[config.mk]
export PLATFORM = sky130hd
export DESIGN_NAME = wb_port_arbiter
export DESIGN_NICKNAME = d
export VERILOG_FILES = /design/src/rtl/wb_pkg.sv /design/src/rtl/wb_prio_pick.sv /design/src/rtl/wb_port_arbiter.sv
export SDC_FILE = /design/constraint.sdc
export NUM_CORES = 1
export LEC_CHECK = 0
export ABC_AREA = 1
export BUFFER_PORTS_ARGS = -buffer_cell sky130_fd_sc_hd__buf_2
export CAP_MARGIN = 20
export CELL_PAD_IN_SITES_DETAIL_PLACEMENT = 0
export CELL_PAD_IN_SITES_GLOBAL_PLACEMENT = 1
export CORE_MARGIN = 2
export CORE_UTILIZATION = 42
export CTS_BUF_LIST = sky130_fd_sc_hd__clkbuf_2 sky130_fd_sc_hd__clkbuf_4 sky130_fd_sc_hd__clkbuf_8
export CTS_CLUSTER_SIZE = 20
export DETAILED_ROUTE_END_ITERATION = 8
export PLACE_DENSITY = 0.78
export SLEW_MARGIN = 20
export SYNTH_ARGS = -nofsm -noshare
export SYNTH_HDL_FRONTEND = slang
export SYNTH_SLANG_ARGS = --single-unit
[constraint.sdc]
create_clock -name clk -period 3.2 [get_ports clk]
set_input_delay 0.16 -clock clk [delete_from_list [all_inputs] [get_ports clk]]
set_output_delay 0.16 -clock clk [all_outputs]
set_load 0.005 [all_outputs]
[src/rtl/wb_pkg.sv]
// Shared types and constants for the writeback port arbiter.
// Unit indices double as bit positions in the per-unit request/busy vectors.
package wb_pkg;

  typedef enum logic [1:0] {
    UNIT_DIV = 2'd0,
    UNIT_MUL = 2'd1,
    UNIT_LD  = 2'd2,
    UNIT_ALU = 2'd3
  } unit_e;

  localparam int DATA_W = 32;
  localparam int RD_W   = 4;

  typedef struct packed {
    logic              valid;
    logic [RD_W-1:0]   rd;
    logic [DATA_W-1:0] data;
  } wb_slot_t;

  // Encodes a one-hot unit mask; an empty mask maps to UNIT_DIV.
  function automatic unit_e onehot_idx(input logic [3:0] oh);
    unit_e u;
    u = UNIT_DIV;
    if (oh[UNIT_ALU])      u = UNIT_ALU;
    else if (oh[UNIT_LD])  u = UNIT_LD;
    else if (oh[UNIT_MUL]) u = UNIT_MUL;
    return u;
  endfunction

endpackage

[src/rtl/wb_prio_pick.sv]
// Fixed-priority one-hot picker over the four EXE units: ALU > LD > MUL > DIV.
module wb_prio_pick (
  input  logic [3:0] req,
  output logic [3:0] gnt
);
  import wb_pkg::*;

  always_comb begin
    gnt = '0;
    if (req[UNIT_ALU])      gnt[UNIT_ALU] = 1'b1;
    else if (req[UNIT_LD])  gnt[UNIT_LD]  = 1'b1;
    else if (req[UNIT_MUL]) gnt[UNIT_MUL] = 1'b1;
    else if (req[UNIT_DIV]) gnt[UNIT_DIV] = 1'b1;
  end

endmodule

[src/rtl/wb_port_arbiter.sv]
// Arbitrates the single register-file write port among ALU/LD/MUL/DIV with 1-entry slots
// and same-Rd ordering. Define WB_STARVE_GUARD_EN to add per-slot age counters.
module wb_port_arbiter #(
  parameter int DATA_W   = 32,
  parameter int RD_W     = 4,
  parameter int MAX_WAIT = 8
) (
  input  logic              clk,
  input  logic              rst,
  input  logic [3:0]        req_valid,
  input  logic [RD_W-1:0]   alu_rd,
  input  logic [RD_W-1:0]   ld_rd,
  input  logic [RD_W-1:0]   mul_rd,
  input  logic [RD_W-1:0]   div_rd,
  input  logic [DATA_W-1:0] alu_data,
  input  logic [DATA_W-1:0] ld_data,
  input  logic [DATA_W-1:0] mul_data,
  input  logic [DATA_W-1:0] div_data,
  output logic [3:0]        req_ready,
  output logic [3:0]        busy,
  output logic              wb_en,
  output logic [RD_W-1:0]   wb_rd,
  output logic [DATA_W-1:0] wb_data,
  output logic [1:0]        wb_src
);
  import wb_pkg::*;

  logic [3:0]        busy_q;
  logic [RD_W-1:0]   rd_q     [4];
  logic [DATA_W-1:0] data_q   [4];
  logic [RD_W-1:0]   req_rd   [4];
  logic [DATA_W-1:0] req_data [4];
  logic [3:0]        busy_gnt;
  logic [3:0]        grant;
  logic [3:0]        waw;
  logic [3:0]        accept;
  unit_e             gidx;

  assign req_rd[UNIT_ALU]   = alu_rd;
  assign req_rd[UNIT_LD]    = ld_rd;
  assign req_rd[UNIT_MUL]   = mul_rd;
  assign req_rd[UNIT_DIV]   = div_rd;
  assign req_data[UNIT_ALU] = alu_data;
  assign req_data[UNIT_LD]  = ld_data;
  assign req_data[UNIT_MUL] = mul_data;
  assign req_data[UNIT_DIV] = div_data;

  wb_prio_pick u_busy_pick (.req(busy_q), .gnt(busy_gnt));

`ifdef WB_STARVE_GUARD_EN
  localparam int AGE_W = $clog2(MAX_WAIT + 1);

  logic [AGE_W-1:0] age_q [4];
  logic [3:0]       aged;
  logic [3:0]       aged_gnt;

  always_comb begin
    aged = '0;
    for (int i = 0; i < 4; i++)
      aged[i] = busy_q[i] && (age_q[i] == AGE_W'(MAX_WAIT));
  end

  wb_prio_pick u_aged_pick (.req(aged), .gnt(aged_gnt));

  // A slot that has waited MAX_WAIT cycles overrides fixed priority.
  assign grant = (|aged) ? aged_gnt : busy_gnt;

  always_ff @(posedge clk) begin
    for (int i = 0; i < 4; i++) begin
      if (rst || grant[i])
        age_q[i] <= '0;
      else if (busy_q[i] && (age_q[i] != AGE_W'(MAX_WAIT)))
        age_q[i] <= age_q[i] + 1'b1;
    end
  end
`else
  assign grant = busy_gnt;
`endif

  assign gidx = onehot_idx(grant);

  // Higher-priority units are resolved first so a lower unit sees their accepts
  // and defers on a matching Rd, keeping same-Rd writes in accept order.
  always_comb begin
    waw       = '0;
    accept    = '0;
    req_ready = '0;
    for (int i = 3; i >= 0; i--) begin
      for (int j = 0; j < 4; j++) begin
        if (j != i) begin
          if (busy_q[j] && !grant[j] && (rd_q[j] == req_rd[i])) waw[i] = 1'b1;
          if ((j > i) && accept[j] && (req_rd[j] == req_rd[i])) waw[i] = 1'b1;
        end
      end
      req_ready[i] = (!busy_q[i] || grant[i]) && !waw[i];
      accept[i]    = req_valid[i] && req_ready[i];
    end
  end

  always_ff @(posedge clk) begin
    if (rst) busy_q <= '0;
    else     busy_q <= accept | (busy_q & ~grant);
  end

  always_ff @(posedge clk) begin
    for (int i = 0; i < 4; i++) begin
      if (accept[i]) begin
        rd_q[i]   <= req_rd[i];
        data_q[i] <= req_data[i];
      end
    end
  end

  // Writeback stage: one granted slot per cycle drives the register-file port.
  always_ff @(posedge clk) begin
    if (rst) begin
      wb_en   <= 1'b0;
      wb_rd   <= '0;
      wb_data <= '0;
      wb_src  <= '0;
    end else begin
      wb_en <= |grant;
      if (|grant) begin
        wb_rd   <= rd_q[gidx];
        wb_data <= data_q[gidx];
        wb_src  <= gidx;
      end
    end
  end

  assign busy = busy_q;

endmodule

==> flow_summary.json, run 1 <==
{
  "end_kind": "flop",
  "max_clock_freq_mhz": 366,
  "tns_ns": 0,
  "multi_input_area_um2": 2180,
  "outcome": "completed",
  "fin_util_pct": 59.0,
  "place.gp.congestion": 0.866,
  "cpPeakStageDelay_ns": 0.55,
  "ys_warn_count": 0,
  "total_power_mw": 5.33,
  "path_cells": "nor2_4 -> nor2_2 -> nand2_1 -> nor2_1 -> nand2_1 -> nand2_2 -> nor2_4 -> nand3_1 -> nand4_1 -> nand2_1 -> inv_2 -> nand2_1 -> clkinv_1 -> buf_12",
  "worstMarginPinSlew_ns": 0.985,
  "die_y_um": 139,
  "tritoncts": "yes",
  "seq_area_frac_synth_pct": 67.6,
  "cts_resized": 0,
  "syn_area_um2": 7670,
  "via_count": 6270,
  "hp-class": "in -> reg",
  "path_class": "reg -> reg",
  "syn_inst": 696,
  "num_rows": 49,
  "grt_pass1_vias": 6334,
  "wl_um": 22200,
  "drt_iter0_drc": 434,
  "arrival_ns": 2.95,
  "overflow": 0,
  "antenna_found_initial": 0,
  "area.sequential_um2": 5180,
  "drcViolationCount": 0,
  "fin_crit_ns": 2.73,
  "wl_per_cell_um": 17.7,
  "cpMaxStageDelayCell": "clkinv_1",
  "clock_latency_ns": 0.47,
  "grt_pass1_wl_um": 34400,
  "synth_top_area_share_pct": 56.4,
  "worstHoldStart": "div_rd[1]",
  "p_per_area_nw_per_um2": 504,
  "grt_use_total_pct": 22.9,
  "path_common_cell": "nand2_1",
  "viasPerCell": 5.00,
  "initial_core_util_pct": 42.7,
  "drive_gt1_share_pct": 24.8,
  "root_buffer": "clkbuf_8",
  "grt_max_degree": 74,
  "synth_seq_cells": 187,
  "boundaryPins": 197,
  "peakVddDrop_v": 0.000349,
  "avgSynthCellArea_um2": 11.0,
  "cts.htree.levels": 4,
  "cts-buffers-inserted": 17,
  "cts.clk_slew.worst_paths_ns": 0.10,
  "io_buffers": 196,
  "setup_viol": 0,
  "core_area_um2": 18000,
  "finalCritPeriodShare_pct": 85.4,
  "cts_sinks": 187,
  "cts.path.max_buffers": 2,
  "die_w_um": 139,
  "dr.pass1.iters": 4,
  "yosys-top-cells-area": "edfxtp_1 56%, dfxtp_1 11%, nor2_1 7.5%, o21ai_0 6.9%, xor2_1 3.2%",
  "startpoint": "busy[2]",
  "design_area_um2": 10600,
  "synthToLayoutAreaGrowth_pct": 38.2,
  "fin_nets": 1162,
  "dpl_cell_area_um2": 8890,
  "regToRegStartpoint": "busy[2]",
  "dieArea_um2": 19400,
  "cp-start-kind": "flop",
  "ant_nets": 0,
  "critPathMaxFanout": 22,
  "drv_slew": 0,
  "skew_ns": 0.0151,
  "nFillCells": 1533,
  "hold_violations": 0,
  "synthesis.nets": 846,
  "synth_cell_type_count": 29,
  "rsz0062_at_grt": "no",
  "relSlewSlack_pct": 34.2,
  "required_ns": 3.41,
  "post-dp-hpwl_um": 13800,
  "power.leakage_nw": 4.31,
  "drv_cap": 0,
  "synth_top_area_cell": "edfxtp_1"
}
==> metal layers <==
metal	vias to the layer above	track usage (%)	routed length [um]
li1	3053	-	-
met1	2997	29.3	9680
met2	193	39.7	11100
met3	27	4.45	1060
met4	0	6.91	344
met5	-	0	0
==> flip-flops by register name, summed over array words and instances, names as in the netlist <==
signal   count
data_q     128
rd_q        16
wb_en        1
wb_src       2
wb_rd        4
busy         4
wb_data     32
==> synthesized netlist by cell type <==
| cell type | n |
|---|---|
| a211oi_1 | 1 |
| a21oi_1 | 9 |
| a31oi_1 | 36 |
| and2_1 | 1 |
| buf_1 | 4 |
| buf_2 | 8 |
| buf_4 | 1 |
| clkbuf_1 | 34 |
| clkinv_1 | 1 |
| dfxtp_1 | 43 |
| edfxtp_1 | 144 |
| inv_1 | 24 |
| inv_2 | 5 |
| nand2_1 | 44 |
| nand2_2 | 3 |
| nand3_1 | 7 |
| nand4_1 | 8 |
| nor2_1 | 154 |
| nor2_2 | 1 |
| nor2_4 | 2 |
| nor3_1 | 2 |
| nor4_1 | 4 |
| o211ai_1 | 5 |
| o21ai_0 | 106 |
| o21ai_1 | 2 |
| o22ai_1 | 1 |
| or2_2 | 1 |
| xnor2_1 | 17 |
| xor2_1 | 28 |
==> cell type report <==
type	instances	area share, %
Antenna cell	1	0.0236
Multi-Input combinational cell	432	20.6
Sequential cell	187	48.9
Timing Repair Buffer	344	23.3
Clock inverter	13	1.04
Tap cell	229	2.70
Clock buffer	19	2.35
Inverter	30	1.06
==> what timing repair did <==
item	4_1_cts	5_1_grt
hold buffers	134	0
setup buffers	0	0
endpoints found under the hold margin	137	0
==> logic make-up after synthesis <==
| kind of cell | Yosys count | synth area share [%] |
|---|---|---|
| AOI/OAI and AO/OA | 160 | 11.2 |
| xor gates and xnor gates | 45 | 5.14 |
| buffers and inverters | 77 | 3.95 |
| DFF | 187 | 67.6 |
| and+or+nand+nor | 227 | 12.0 |
==> layout by cell type (no fill, tap or decap), drive strengths merged <==
master	count
nor2	157
o22ai	1
buf	210
clkinvlp	1
o21ai	108
dfxtp	43
clkbuf	19
edfxtp	144
xor2	28
a21oi	9
dlygate4sd3	134
and2	1
xnor2	17
nand3	7
diode	1
nand2	47
clkinv	11
nor3	2
a211oi	1
o211ai	5
a31oi	36
nand4	8
nor4	4
or2	1
inv	31
==> path summary, 6_finish.rpt <==
kind,to,slack [ns],cells past startpoint
hold / removal,rd_q[0][1],0.03,1
hold reg to reg,wb_src[1],0.46,2
setup / recovery,data_q[1][23],0.47,14
setup reg to reg,data_q[1][23],0.47,14
==> worst max-delay path, delay by kind of cell (launching register included) <==
kind | cells | cell delay (ns)
buffers and inverters | 3 | 1.00
AND/OR/NAND/NOR | 11 | 1.03
flip-flops | 1 | 0.44
==> report_power, final <==
group          total [mW]  leakage [nW]  switching [mW]  internal [mW]
registers            2.95          1.75          0.0884           2.86
clock network        1.48         0.185           0.900          0.576
logic               0.914          2.38           0.510          0.404
total                5.33          4.31            1.50           3.84
==> through the flow <==
step                hold WS (ns)  std cells  setup slack, ns
finish                    0.0294       1255            0.467
global route             0.00895       1254            0.214
CTS                      0.00158       1254            0.450
detailed placement         0.338       1088            0.464
global placement           0.337       1088            0.523
floorplan                  0.229        696            0.730
Power figures use the tool's default switching activity.
==> run 2: changes to the inputs <==
- CTS_CLUSTER_SIZE: 20 -> unset
- PLACE_DENSITY: 0.78 -> 0.79
- SYNTH_HIERARCHICAL: unset -> 1
==> run 2 against run 1 <==
Net effect: die area increased by 4.7%; clock power increased by 14%; sequential power increased by 5%; sequential share of layout area decreased by 1.9 points; sequential cell count unchanged; critical endpoint is now data_q[0][13]; highest routed layer unchanged; combinational power increased by 54%; hold slack improved by 0.028 ns; non-clock buffer count increased by 1.
==> flow_summary.json, run 2 <==
{
  "outcome": "completed",
  "cts_sinks": 187,
  "fin_nets": 1244,
  "cp-start-kind": "flop",
  "power.leakage_nw": 4.58,
  "route.met3.wl_um": 1430,
  "async_reset_ff_share_pct": 0,
  "top_layer_used": "met4",
  "cts.path.max_buffers": 2,
  "drv_cap": 0,
  "rsz0062_at_grt": "no",
  "end_kind": "flop",
  "cts.clk_slew.worst_paths_ns": 0.09,
  "diodes": 0,
  "top_regs": "data_q x128, wb_data x32, rd_q x16",
  "grt_pass1_wl_um": 38300,
  "drive_gt1_share_pct": 24.8,
  "nFillCells": 1594,
  "antenna_found_initial": 0,
  "drv_slew": 0,
  "synth_cell_type_count": 35,
  "top_register": "data_q",
  "final_cell_mix": "196 x buf_2, 167 x nor2_1, 144 x edfxtp_1, 133 x dlygate4sd3_1, 110 x o21ai_0",
  "synth_top_area_share_pct": 53.8,
  "worstMarginPinSlew_ns": 0.995,
  "holdBufCountCts": 133,
  "grt_max_degree": 57,
  "clock_latency_ns": 0.45,
  "wirelength_met1_um": 10300,
  "grt_pass1_vias": 6991,
  "max_clock_freq_mhz": 365,
  "cts-buffers-inserted": 17,
  "synthTopCellsByCount": "169 x nor2_1, 144 x edfxtp_1, 110 x o21ai_0",
  "drt_iter0_drc": 573,
  "p_per_area_nw_per_um2": 562,
  "arrival_ns": 2.89,
  "overflow": 0,
  "skew_ns": 0.0119,
  "dieArea_um2": 20300,
  "synth_flop_cell": "edfxtp_1",
  "finalNonFillerCells": 1341,
  "cts_resized": 0,
  "yosys-top-cells-area": "edfxtp_1 54%, dfxtp_1 11%, nor2_1 7.9%, o21ai_0 6.8%, nand2_1 3.5%",
  "die_w_um": 142,
  "largest_register_ffs": 128,
  "synthesis.nets": 928,
  "drcViolationCount": 0,
  "required_ns": 3.36,
  "place.gp.congestion": 0.952,
  "seq_area_frac_synth_pct": 64.5,
  "tns_ns": 0,
  "postCtsSetupBuffers": 0,
  "synth_top_area_cell": "edfxtp_1",
  "synthMostInstantiatedCell": "nor2_1",
  "critPathMaxFanout": 11,
  "path_class": "reg -> reg",
  "setup_viol": 0,
  "boundaryPins": 197,
  "finalCritPeriodShare_pct": 85.5,
  "synth-edff-count": 144,
  "initial_core_util_pct": 42.8,
  "hp-class": "in -> reg",
  "whs_path_depth": 1,
  "post-dp-hpwl_um": 16000,
  "wl_per_cell_um": 18.8,
  "io_buffers": 196,
  "met2_length_um": 12700,
  "syn_inst": 778,
  "synth_seq_cells": 187,
  "avgSynthCellArea_um2": 10.3,
  "cts.htree.levels": 4,
  "ys_warn_count": 6,
  "viasPerCell": 5.12,
  "num_rows": 50,
  "die_y_um": 142,
  "synthToLayoutAreaGrowth_pct": 37.1,
  "dp_cells": 1176,
  "fin_crit_ns": 2.74,
  "grt_use_total_pct": 25.3,
  "ant_nets": 0,
  "wl_um": 25200,
  "via_count": 6872,
  "peakVddDrop_v": 0.000374,
  "syn_area_um2": 8040,
  "hold_violations": 0,
  "relSlewSlack_pct": 33.7,
  "r2r_cells": 15,
  "area.sequential_um2": 5180,
  "tritoncts": "yes",
  "dr.pass1.iters": 5,
  "core_area_um2": 18800,
  "root_buffer": "clkbuf_8",
  "multi_input_area_um2": 2430,
  "mostFrequentLayoutCell": "buf_2"
}
## run 2: changes by cell type in the layout (fill, tap and decap cells not counted), sizes merged, moves of 4 or more
cell	before	now
inv	31	50
nand2	47	81
nand3	7	11
nor2	157	172
clkinv	11	7
xnor2	17	12
o211ai	5	1
xor2	28	21
a31oi	36	20
o22ai	1	23
a21oi	9	15
o21ai	108	114
## run 2: cells by family after synthesis
logic type	after synthesis	synth area share [%]
AO/OA/AOI/OAI	175	11.8
XOR/XNOR	33	3.60
buffers and inverters	101	5.62
flip-flops	187	64.5
AND/OR/NAND/NOR	282	14.5
## run 2: worst paths after layout
kind                            slack, ns       endpoint  startpoint
worst max-delay path                 0.46  data_q[0][13]     busy[3]
worst min-delay path                 0.06     rd_q[0][0]   div_rd[0]
worst max register to register       0.46  data_q[0][13]     busy[3]
worst min register to register       0.47      wb_src[1]   wb_src[1]
## run 2: area by class of cell
class / count / area share, %
clock inverter: 10 / 1.23
multi-input combinational: 490 / 22.1
tap: 234 / 2.66
sequential: 187 / 47.0
clock buffer: 22 / 2.75
inverter: 53 / 1.85
timing repair buffer: 345 / 22.4
## run 2: critical path, stage by stage, from the launching register on
cell     delay (ns)
dfxtp_1        0.60
inv_1          0.11
nand2_1        0.09
nor2_2         0.04
nor2_1         0.24
nand2_1        0.08
nor2_1         0.09
nand3_1        0.09
nand2_2        0.14
nor2_4         0.05
nand3_2        0.07
nand4_2        0.10
nand4_2        0.12
nand3_2        0.10
inv_2          0.27
buf_4          0.24
## run 2: metrics by stage
stage | power (mW) | hold WS (ns) | utilization (%) | worst slack (ns) | area [um2]
floorplan | 3.84 | 0.259 | - | 0.0310 | 8050
global route | 6.51 | 0.0505 | 58.7 | 0.129 | 11000
global placement | 4.40 | 0.337 | 49.3 | 0.556 | 9250
CTS | 6.22 | 0.0182 | 58.7 | 0.440 | 11000
detailed placement | 4.42 | 0.338 | 49.3 | 0.464 | 9250
finish | 6.20 | 0.0575 | 58.7 | 0.463 | 11000
## run 2: metal layers
metal / vias up / global-route usage [%]
met5: - / 0
met4: 0 / 10.4
met3: 46 / 4.04
met2: 289 / 44.1
met1: 3246 / 31.6
li1: 3291 / -
## run 2: where the power goes
part	total, mW	leakage, nW	switching, mW	internal (mW)
clock	1.69	0.215	0.817	0.876
sequential	3.09	1.74	0.141	2.95
combinational	1.41	2.63	0.849	0.561
